==> config.mk <==
export PLATFORM = sky130hd
export DESIGN_NAME = sw_pio_event_ctrl
export DESIGN_NICKNAME = d
export VERILOG_FILES = /design/src/rtl/sw_pio_event_ctrl.sv
export SDC_FILE = /design/constraint.sdc
export NUM_CORES = 1
export LEC_CHECK = 0
export CAP_MARGIN = 0
export CORE_ASPECT_RATIO = 0.7
export CORE_MARGIN = 5
export CORE_UTILIZATION = 25
export CTS_CLUSTER_SIZE = 25
export DETAILED_ROUTE_END_ITERATION = 8
export HOLD_SLACK_MARGIN = 0.12
export MAX_ROUTING_LAYER = met4
export SYNTH_ARGS = -nofsm -noshare
export SYNTH_HDL_FRONTEND = slang
export SYNTH_SLANG_ARGS = --single-unit
export TNS_END_PERCENT = 5
==> constraint.sdc <==
create_clock -name clk -period 2 [get_ports clk]
set_clock_uncertainty 0.2 [all_clocks]
set_input_delay 0.4 -clock clk [delete_from_list [all_inputs] [get_ports clk]]
set_output_delay 0.4 -clock clk [all_outputs]
set_load 0.01 [all_outputs]
==> src/rtl/sw_pio_event_ctrl.sv <==
// Purpose : Avalon-MM master for a switch PIO. It writes the IRQ mask after reset. On each
//           IRQ it reads and clears edge_capture, reads the levels and queues {edges, levels}.
// Latency : pio_irq seen in IDLE at edge T -> event pushed at edge T+4 (5-cycle service period).
// Backpressure: FWFT FIFO drained with evt_valid/evt_ready. A push into a full FIFO with no pop
//           in the same cycle is dropped and counted in overflow_cnt, which saturates at 255.
// Ports   : clk, reset_n (async, active-low), enable (gates new service sequences);
//           pio_address/chipselect/write_n/writedata/readdata/irq - Avalon-MM master to the PIO;
//           evt_valid/evt_ready/evt_edges/evt_level - event stream; overflow_cnt - dropped events.
module sw_pio_event_ctrl #(
    parameter int               WIDTH         = 10,
    parameter int               FIFO_DEPTH    = 4,
    parameter logic [WIDTH-1:0] IRQ_MASK_INIT = '1
) (
    input  logic             clk,
    input  logic             reset_n,
    input  logic             enable,
    output logic [1:0]       pio_address,
    output logic             pio_chipselect,
    output logic             pio_write_n,
    output logic [31:0]      pio_writedata,
    input  logic [31:0]      pio_readdata,
    input  logic             pio_irq,
    output logic             evt_valid,
    input  logic             evt_ready,
    output logic [WIDTH-1:0] evt_edges,
    output logic [WIDTH-1:0] evt_level,
    output logic [7:0]       overflow_cnt
);

    localparam int AW = $clog2(FIFO_DEPTH);
    localparam int PW = AW + 1;

    localparam logic [1:0]  OFS_DATA  = 2'd0;
    localparam logic [1:0]  OFS_MASK  = 2'd2;
    localparam logic [1:0]  OFS_EDGE  = 2'd3;
    localparam logic [31:0] MASK_WORD = 32'(IRQ_MASK_INIT);

    typedef enum logic [2:0] {
        S_INIT, S_IDLE, S_RD_EDGE, S_CLR, S_RD_LVL, S_PUSH
    } state_t;

    typedef struct packed {
        logic [WIDTH-1:0] edges;
        logic [WIDTH-1:0] level;
    } evt_t;

    state_t           state_q;
    logic             cs_q;
    logic             wr_n_q;
    logic [1:0]       addr_q;
    logic [31:0]      wdata_q;
    logic [WIDTH-1:0] edge_q;

    // Bus outputs are loaded with the values of the state being entered, so they line up with
    // state_q and never depend combinationally on pio_readdata or pio_irq. The mask write is
    // launched on the INIT->IDLE edge. It is therefore on the bus in the first IDLE cycle, and
    // the registered outputs keep their idle reset values while state is INIT.
    always_ff @(posedge clk or negedge reset_n) begin
        if (!reset_n) begin
            state_q <= S_INIT;
            cs_q    <= 1'b0;
            wr_n_q  <= 1'b1;
            addr_q  <= OFS_DATA;
            wdata_q <= '0;
            edge_q  <= '0;
        end else begin
            case (state_q)
                S_INIT: begin
                    state_q <= S_IDLE;
                    cs_q    <= 1'b1;
                    wr_n_q  <= 1'b0;
                    addr_q  <= OFS_MASK;
                    wdata_q <= MASK_WORD;
                end
                S_IDLE: begin
                    wr_n_q  <= 1'b1;
                    wdata_q <= '0;
                    if (pio_irq && enable) begin
                        state_q <= S_RD_EDGE;
                        cs_q    <= 1'b1;
                        addr_q  <= OFS_EDGE;
                    end else begin
                        cs_q    <= 1'b0;
                        addr_q  <= OFS_DATA;
                    end
                end
                S_RD_EDGE: begin
                    // Any write to edge_capture clears every captured bit.
                    state_q <= S_CLR;
                    cs_q    <= 1'b1;
                    wr_n_q  <= 1'b0;
                    addr_q  <= OFS_EDGE;
                    wdata_q <= '1;
                end
                S_CLR: begin
                    // The PIO registers readdata, so the edge_capture read issued in
                    // RD_EDGE is valid during this cycle.
                    edge_q  <= pio_readdata[WIDTH-1:0];
                    state_q <= S_RD_LVL;
                    cs_q    <= 1'b1;
                    wr_n_q  <= 1'b1;
                    addr_q  <= OFS_DATA;
                    wdata_q <= '0;
                end
                S_RD_LVL: begin
                    state_q <= S_PUSH;
                    cs_q    <= 1'b0;
                    wr_n_q  <= 1'b1;
                    addr_q  <= OFS_DATA;
                    wdata_q <= '0;
                end
                default: begin
                    // PUSH, plus recovery from any unused encoding.
                    state_q <= S_IDLE;
                    cs_q    <= 1'b0;
                    wr_n_q  <= 1'b1;
                    addr_q  <= OFS_DATA;
                    wdata_q <= '0;
                end
            endcase
        end
    end

    assign pio_chipselect = cs_q;
    assign pio_write_n    = wr_n_q;
    assign pio_address    = addr_q;
    assign pio_writedata  = wdata_q;

    // Event FIFO. The pointers carry one extra wrap bit so that full and empty are distinct.
    evt_t          mem_q [FIFO_DEPTH];
    logic [PW-1:0] wr_ptr_q, wr_ptr_d;
    logic [PW-1:0] rd_ptr_q, rd_ptr_d;
    logic [7:0]    ovf_q, ovf_d;
    logic          empty, full, pop, push_req, push_ok, drop;
    evt_t          push_dat;

    always_comb begin
        empty    = (wr_ptr_q == rd_ptr_q);
        full     = (wr_ptr_q[AW] != rd_ptr_q[AW]) &&
                   (wr_ptr_q[AW-1:0] == rd_ptr_q[AW-1:0]);
        pop      = !empty && evt_ready;
        // A capture value of zero is a spurious interrupt. It is neither queued nor counted.
        push_req = (state_q == S_PUSH) && (edge_q != '0);
        // A full FIFO still accepts the push when the head leaves in the same cycle.
        push_ok  = push_req && (!full || pop);
        drop     = push_req && full && !pop;
        push_dat.edges = edge_q;
        push_dat.level = pio_readdata[WIDTH-1:0];
        wr_ptr_d = push_ok ? wr_ptr_q + PW'(1) : wr_ptr_q;
        rd_ptr_d = pop ? rd_ptr_q + PW'(1) : rd_ptr_q;
        ovf_d    = (drop && ovf_q != 8'hFF) ? ovf_q + 8'd1 : ovf_q;
    end

    always_ff @(posedge clk or negedge reset_n) begin
        if (!reset_n) begin
            wr_ptr_q <= '0;
            rd_ptr_q <= '0;
            ovf_q    <= '0;
            for (int i = 0; i < FIFO_DEPTH; i++) begin
                mem_q[i] <= '0;
            end
        end else begin
            wr_ptr_q <= wr_ptr_d;
            rd_ptr_q <= rd_ptr_d;
            ovf_q    <= ovf_d;
            if (push_ok) begin
                mem_q[wr_ptr_q[AW-1:0]] <= push_dat;
            end
        end
    end

    assign evt_valid    = !empty;
    assign evt_edges    = mem_q[rd_ptr_q[AW-1:0]].edges;
    assign evt_level    = mem_q[rd_ptr_q[AW-1:0]].level;
    assign overflow_cnt = ovf_q;

    // The PIO data bits above WIDTH are never looked at.
    if (WIDTH < 32) begin : g_rdata_hi
        logic unused_rdata_hi;
        assign unused_rdata_hi = ^pio_readdata[31:WIDTH];
    end

endmodule

; ---- Word level (Yosys, flattened, before mapping)
; Cells that the tools add are included.
[op_classes]
bitwise_logic = 2
n_lt_le_gt_ge = 3
n_reduce_logical = 17
addsub = 3
n_eq_ne = 10
mux = 14
[ops]
columns = cell, count
row1 = $bwmux W80, 1
row2 = $pmux W32 S2, 1
row3 = $mux W20, 3
row4 = $bmux W20 S2, 1
row5 = $demux W20 S2, 1
row6 = $pmux W3 S4, 1
row7 = $reduce_bool A10 Y1, 1
row8 = $logic_and A1 B1 Y1, 9
row9 = $add A8 B1 Y8 const B, 1
row10 = $ne A8 B8 Y1 const B, 1
row11 = $add A3 B1 Y3 const B, 2
row12 = $eq A3 B2 Y1 const B, 2
row13 = $eq A3 B3 Y1 const B, 2
row14 = $ge A3 B3 Y1 const B, 2
row15 = $not A2 Y3, 2
row16 = $pmux W2 S3, 1
row17 = $eq A3 B1 Y1 const B, 1
row18 = $eq A3 B3 Y1, 1
row19 = $logic_not A1 Y1, 3
row20 = $logic_not A3 Y1, 1
row21 = $lt A3 B1 Y1 const B, 1
row22 = $mux W3, 1
row23 = $reduce_or A3 Y1, 1
row24 = $eq A2 B2 Y1, 1
row25 = other kinds (7), 8
[word_totals]
out_inout_bits = 65
register_bits = 143

; ---- Logic depth before layout (Yosys ltp)
[depth]
word_depth = 6
ltp_mapped = 7
depth_no_buf = 5

; ---- Worst setup path before layout
; Ideal clock, no wire load.
[synth_timing]
path_type = reg2reg
start = reg wr_ptr_q[1]
end = reg mem_q[0] (netlist bit)
period_less_slack_ns = 2.166
setup_slack_ns = -0.166
n_path_buf = 2
arrival_ns = 1.841
required_ns = 1.675
stages_incl_launch_ff = 7
setup_time_ns = 0.125
cell_sequence = dfrtp_1 -> xor2_1 -> or4_1 -> buf_2 -> and3_4 -> buf_6 -> mux2_4
[synth_via]
elab_chain_len = 6
word_cells_on_any_way = 15
classes_between = 2 x order compare / 2 x eq/ne / 3 x mux / 1 x bitwise / 7 x reduce/logical
[synth_rtl]
columns = item, line
row1 = start: declaration, 131  ; logic [PW-1:0] wr_ptr_q, wr_ptr_d;
row2 = start signal: assignment, 163  ; wr_ptr_q <= wr_ptr_d;
row3 = $not A2 Y3 (not written as such), 167  ; mem_q[wr_ptr_q[AW-1:0]] <= push_dat;
row4 = $ge A3 B3 Y1 (not written as such) or $lt A3 B1 Y1 (tied branches), 167
row5 = $logic_and A1 B1 Y1 (not written as such), 167
row6 = $mux W20 (not written as such), 167
row7 = $demux W20 S2, 167
row8 = $bwmux W80, 167
row9 = end signal: indexed assignment, 167
row10 = end: declaration, 130  ; evt_t mem_q [FIFO_DEPTH];
; Several ways; a longest one is shown, not always the timed one.
; A chain may end at the register's enable or synchronous reset.

; ---- Worst setup path after layout
[layout_timing]
start = reg rd_ptr_q[0]
end = out evt_edges[1]
[layout_via]
elab_chain_len = 4
[layout_rtl]
columns = item, line
row1 = start: declaration, 132  ; logic [PW-1:0] rd_ptr_q, rd_ptr_d;
row2 = start signal: assignment, 164  ; rd_ptr_q <= rd_ptr_d;
row3 = $not A2 Y3 (not written as such), 173  ; assign evt_edges = mem_q[rd_ptr_q[AW-1:0]].edges;
row4 = $bmux W20 S2, 173
row5 = $mux W20 (2 in a row), --
row6 = end: declaration, 25  ; output logic [WIDTH-1:0] evt_edges,
; No other way between the ends. The select of a mux whose other input is x is not followed.

==> results.json <==
{
  "drv_slew": 0,
  "num_vias": 3120,
  "syn_inst": 345,
  "timing.fmax_mhz": 419,
  "gr-usage-met2": 0.156,
  "place_inst": 693,
  "grt_setup_unrepaired": "true",
  "layout_common_cells": "dfrtp_1 (109), mux2_4 (79), dlygate4sd2_1 (38)",
  "clk_pin_slew_ns": 0.05,
  "cts_buffers": 17,
  "met3_usage": 0.0265,
  "grt_pass1_wl_mm": 20.2,
  "wl_per_cell_um": 17.1,
  "core_area_mm2": 0.0216,
  "crit_fanout": 5,
  "drt-total-wl_mm": 12.6,
  "dp_hpwl_mm": 8.15,
  "grt_pass1_vias": 3524,
  "yosys.area.top_type_share": 0.512,
  "clock_latency_ns": 0.41,
  "area_growth_pct": 34.3,
  "pre_cts_slack_ns": -0.667,
  "period_share": 1.19,
  "violations": "negative setup slack",
  "h-tree-depth": 4,
  "seqCellArea_mm2": 0.00283,
  "worstPathArrival_ns": 1.79,
  "fp.dieH_um": 134,
  "drc_errors": 0,
  "max-clock-path-buffers": 2,
  "fillers": 2101,
  "ys_seq_elements": 113,
  "globalplace.congestion": 0.730,
  "antenna_cells": 0,
  "critPathKind": "register to output port",
  "start_util": 0.253,
  "fin_cells": 733,
  "hp-class": "input pin to async pin",
  "syn_area_mm2": 0.00548,
  "gr-total-overflow": 0,
  "syn_nets": 388,
  "postPlaceCellArea_mm2": 0.00654,
  "cts_tree": "yes",
  "crit_start": "rd_ptr_q[0]",
  "r2r-start": "rd_ptr_q[0]",
  "p_leak_uw": 0.00338,
  "vdd_ir_drop_max_uv": 691,
  "synth.distinct_cells": 33,
  "nNetsFinal": 481,
  "drive_gt1_frac": 0.492,
  "layout_setup_ws_ns": -0.386,
  "multiInputGateArea_mm2": 0.00232,
  "design_area_mm2": 0.00736,
  "die_x_um": 187,
  "use_met1": 0.145,
  "yosysWarnings": 0,
  "cts_sinks": 113,
  "cp-start-kind": "register",
  "finalHoldViolations": 0,
  "antenna_found_initial": 0,
  "busiest_layer": "met2",
  "finalSetupViolations": 105,
  "grtUsageTotal": 0.106,
  "ys_seq_area_frac": 0.517,
  "ant_nets": 0,
  "avgSynthCellArea_um2": 15.9,
  "row_count": 45,
  "cp-end-kind": "output port",
  "outcome": "finished, violations left",
  "critical_path_required_ns": 1.40,
  "via_per_inst": 4.26,
  "io-pin-count": 102,
  "die_area_mm2": 0.0250,
  "grt_start_max_net_pins": 34,
  "synth_area_leaders": "dfrtp_1 (51%), mux2_4 (22%), mux4_2 (8.2%)",
  "netlist.top_cell.by_area": "dfrtp_1",
  "portBuffers": 79,
  "power_density_mw_per_mm2": 1770,
  "slew_headroom": 0.644,
  "layout_commonest_cell": "dfrtp_1",
  "tightest_slew_ns": 0.535,
  "dr.pass1.iters": 4,
  "drv_cap": 0,
  "drtIter0Drc": 221,
  "cts_root_buf": "clkbuf_16",
  "period_needed_ns": 2.39
}
layer usage:
metal / vias to the layer above / share of wire
met5: - / 0
met4: 0 / 0.011
met3: 14 / 0.030
met2: 49 / 0.46
met1: 1646 / 0.50
li1: 1411 / -
final timing paths:
path                           endpoint  slack, ns  cells past startpoint
max reg2reg                   mem_q[19]      -0.35                      5
max                        evt_edges[1]      -0.39                      4
min reg2reg                 wr_ptr_q[2]       0.30                      1
min                         rd_ptr_q[2]       0.26                      2
max in group asynchronous     mem_q[67]       0.64                      3
min in group clk            wr_ptr_q[2]       0.30                      1
state kept, by name, summed over array words and instances, names as in the netlist:
name / cells
edge_q: 10
pio_writedata: 2
mem_q: 80
overflow_cnt: 8
pio_address: 2
pio_chipselect: 1
pio_write_n: 1
state_q: 3
rd_ptr_q: 3
wr_ptr_q: 3
cells in the mapped netlist (all sizes together):
cell type and n:
buf 43, a31oi 7, or4 1, mux2i 1, nand3b 2, xnor2 6
or3b 1, nand3 5, nand2 5, nor4 3, xor2 3, o21ai 1
nor4b 1, o22a 1, inv 6, dfrtp 112, mux4 20, nor2 8
dfstp 1, nor3 1, a21oi 1, mux2 94, clkbuf 4, nand4 2
and3 8, a31o 1, ha 6, a41oi 1
worst max-delay path, stage by stage, from the launching register on:
cell	delay [ns]
dfrtp_2	0.43
buf_12	0.13
buf_12	0.12
mux4_2	0.55
buf_6	0.15
cells by family (layout without fill, tap and decap cells):
| group | after synthesis | after routing | synth area share |
|---|---|---|---|
| xor gates and xnor gates | 9 | 9 | 0.0144 |
| AOI/OAI and AO/OA | 12 | 12 | 0.0146 |
| muxes | 115 | 115 | 0.332 |
| and+or+nand+nor | 37 | 37 | 0.0402 |
| DFF | 113 | 113 | 0.517 |
| buffers and inverters | 53 | 159 | 0.0688 |
| adders and majority gates | 6 | 6 | 0.0137 |
stage by stage:
stage	total power, uW	TNS [ns]	util	hold slack, ns
2_1_floorplan	7170	-12.83	-	-0.0956
3_5_place_dp	9390	-60.70	0.303	0.152
6_report	13000	-33.44	0.340	0.265
4_1_cts	13200	-35.35	0.341	0.259
5_1_grt	13700	-39.42	0.340	0.298
3_3_place_gp	9240	-57.71	0.303	0.148
layout make-up:
type / instances / share of cell area
Inverter: 6 / 0.00306
Multi-Input combinational cell: 179 / 0.316
Tap cell: 282 / 0.0480
Sequential cell: 113 / 0.385
Timing Repair Buffer: 121 / 0.160
Clock buffer: 19 / 0.0602
Clock inverter: 13 / 0.0284
report_power, final:
group / leakage, uW / total [uW] / switching [uW] / internal, uW
registers: 0.00140 / 3940 / 631 / 3310
clock network: 0.000310 / 3340 / 1090 / 2240
logic: 0.00167 / 5730 / 2190 / 3540
total: 0.00338 / 13000 / 3910 / 9090
timing repair:
| action | CTS | global route |
|---|---|---|
| endpoints found under the hold margin | 72 | 0 |
| setup endpoints to repair | 149 | 107 |
| gates resized for setup | 156 | 7 |
| setup buffers | 6 | 0 |
| pin swaps | 5 | 1 |
| hold buffers | 1 | 0 |
| gates cloned | 3 | 0 |
No activity file was read; power rests on OpenSTA's default activity.
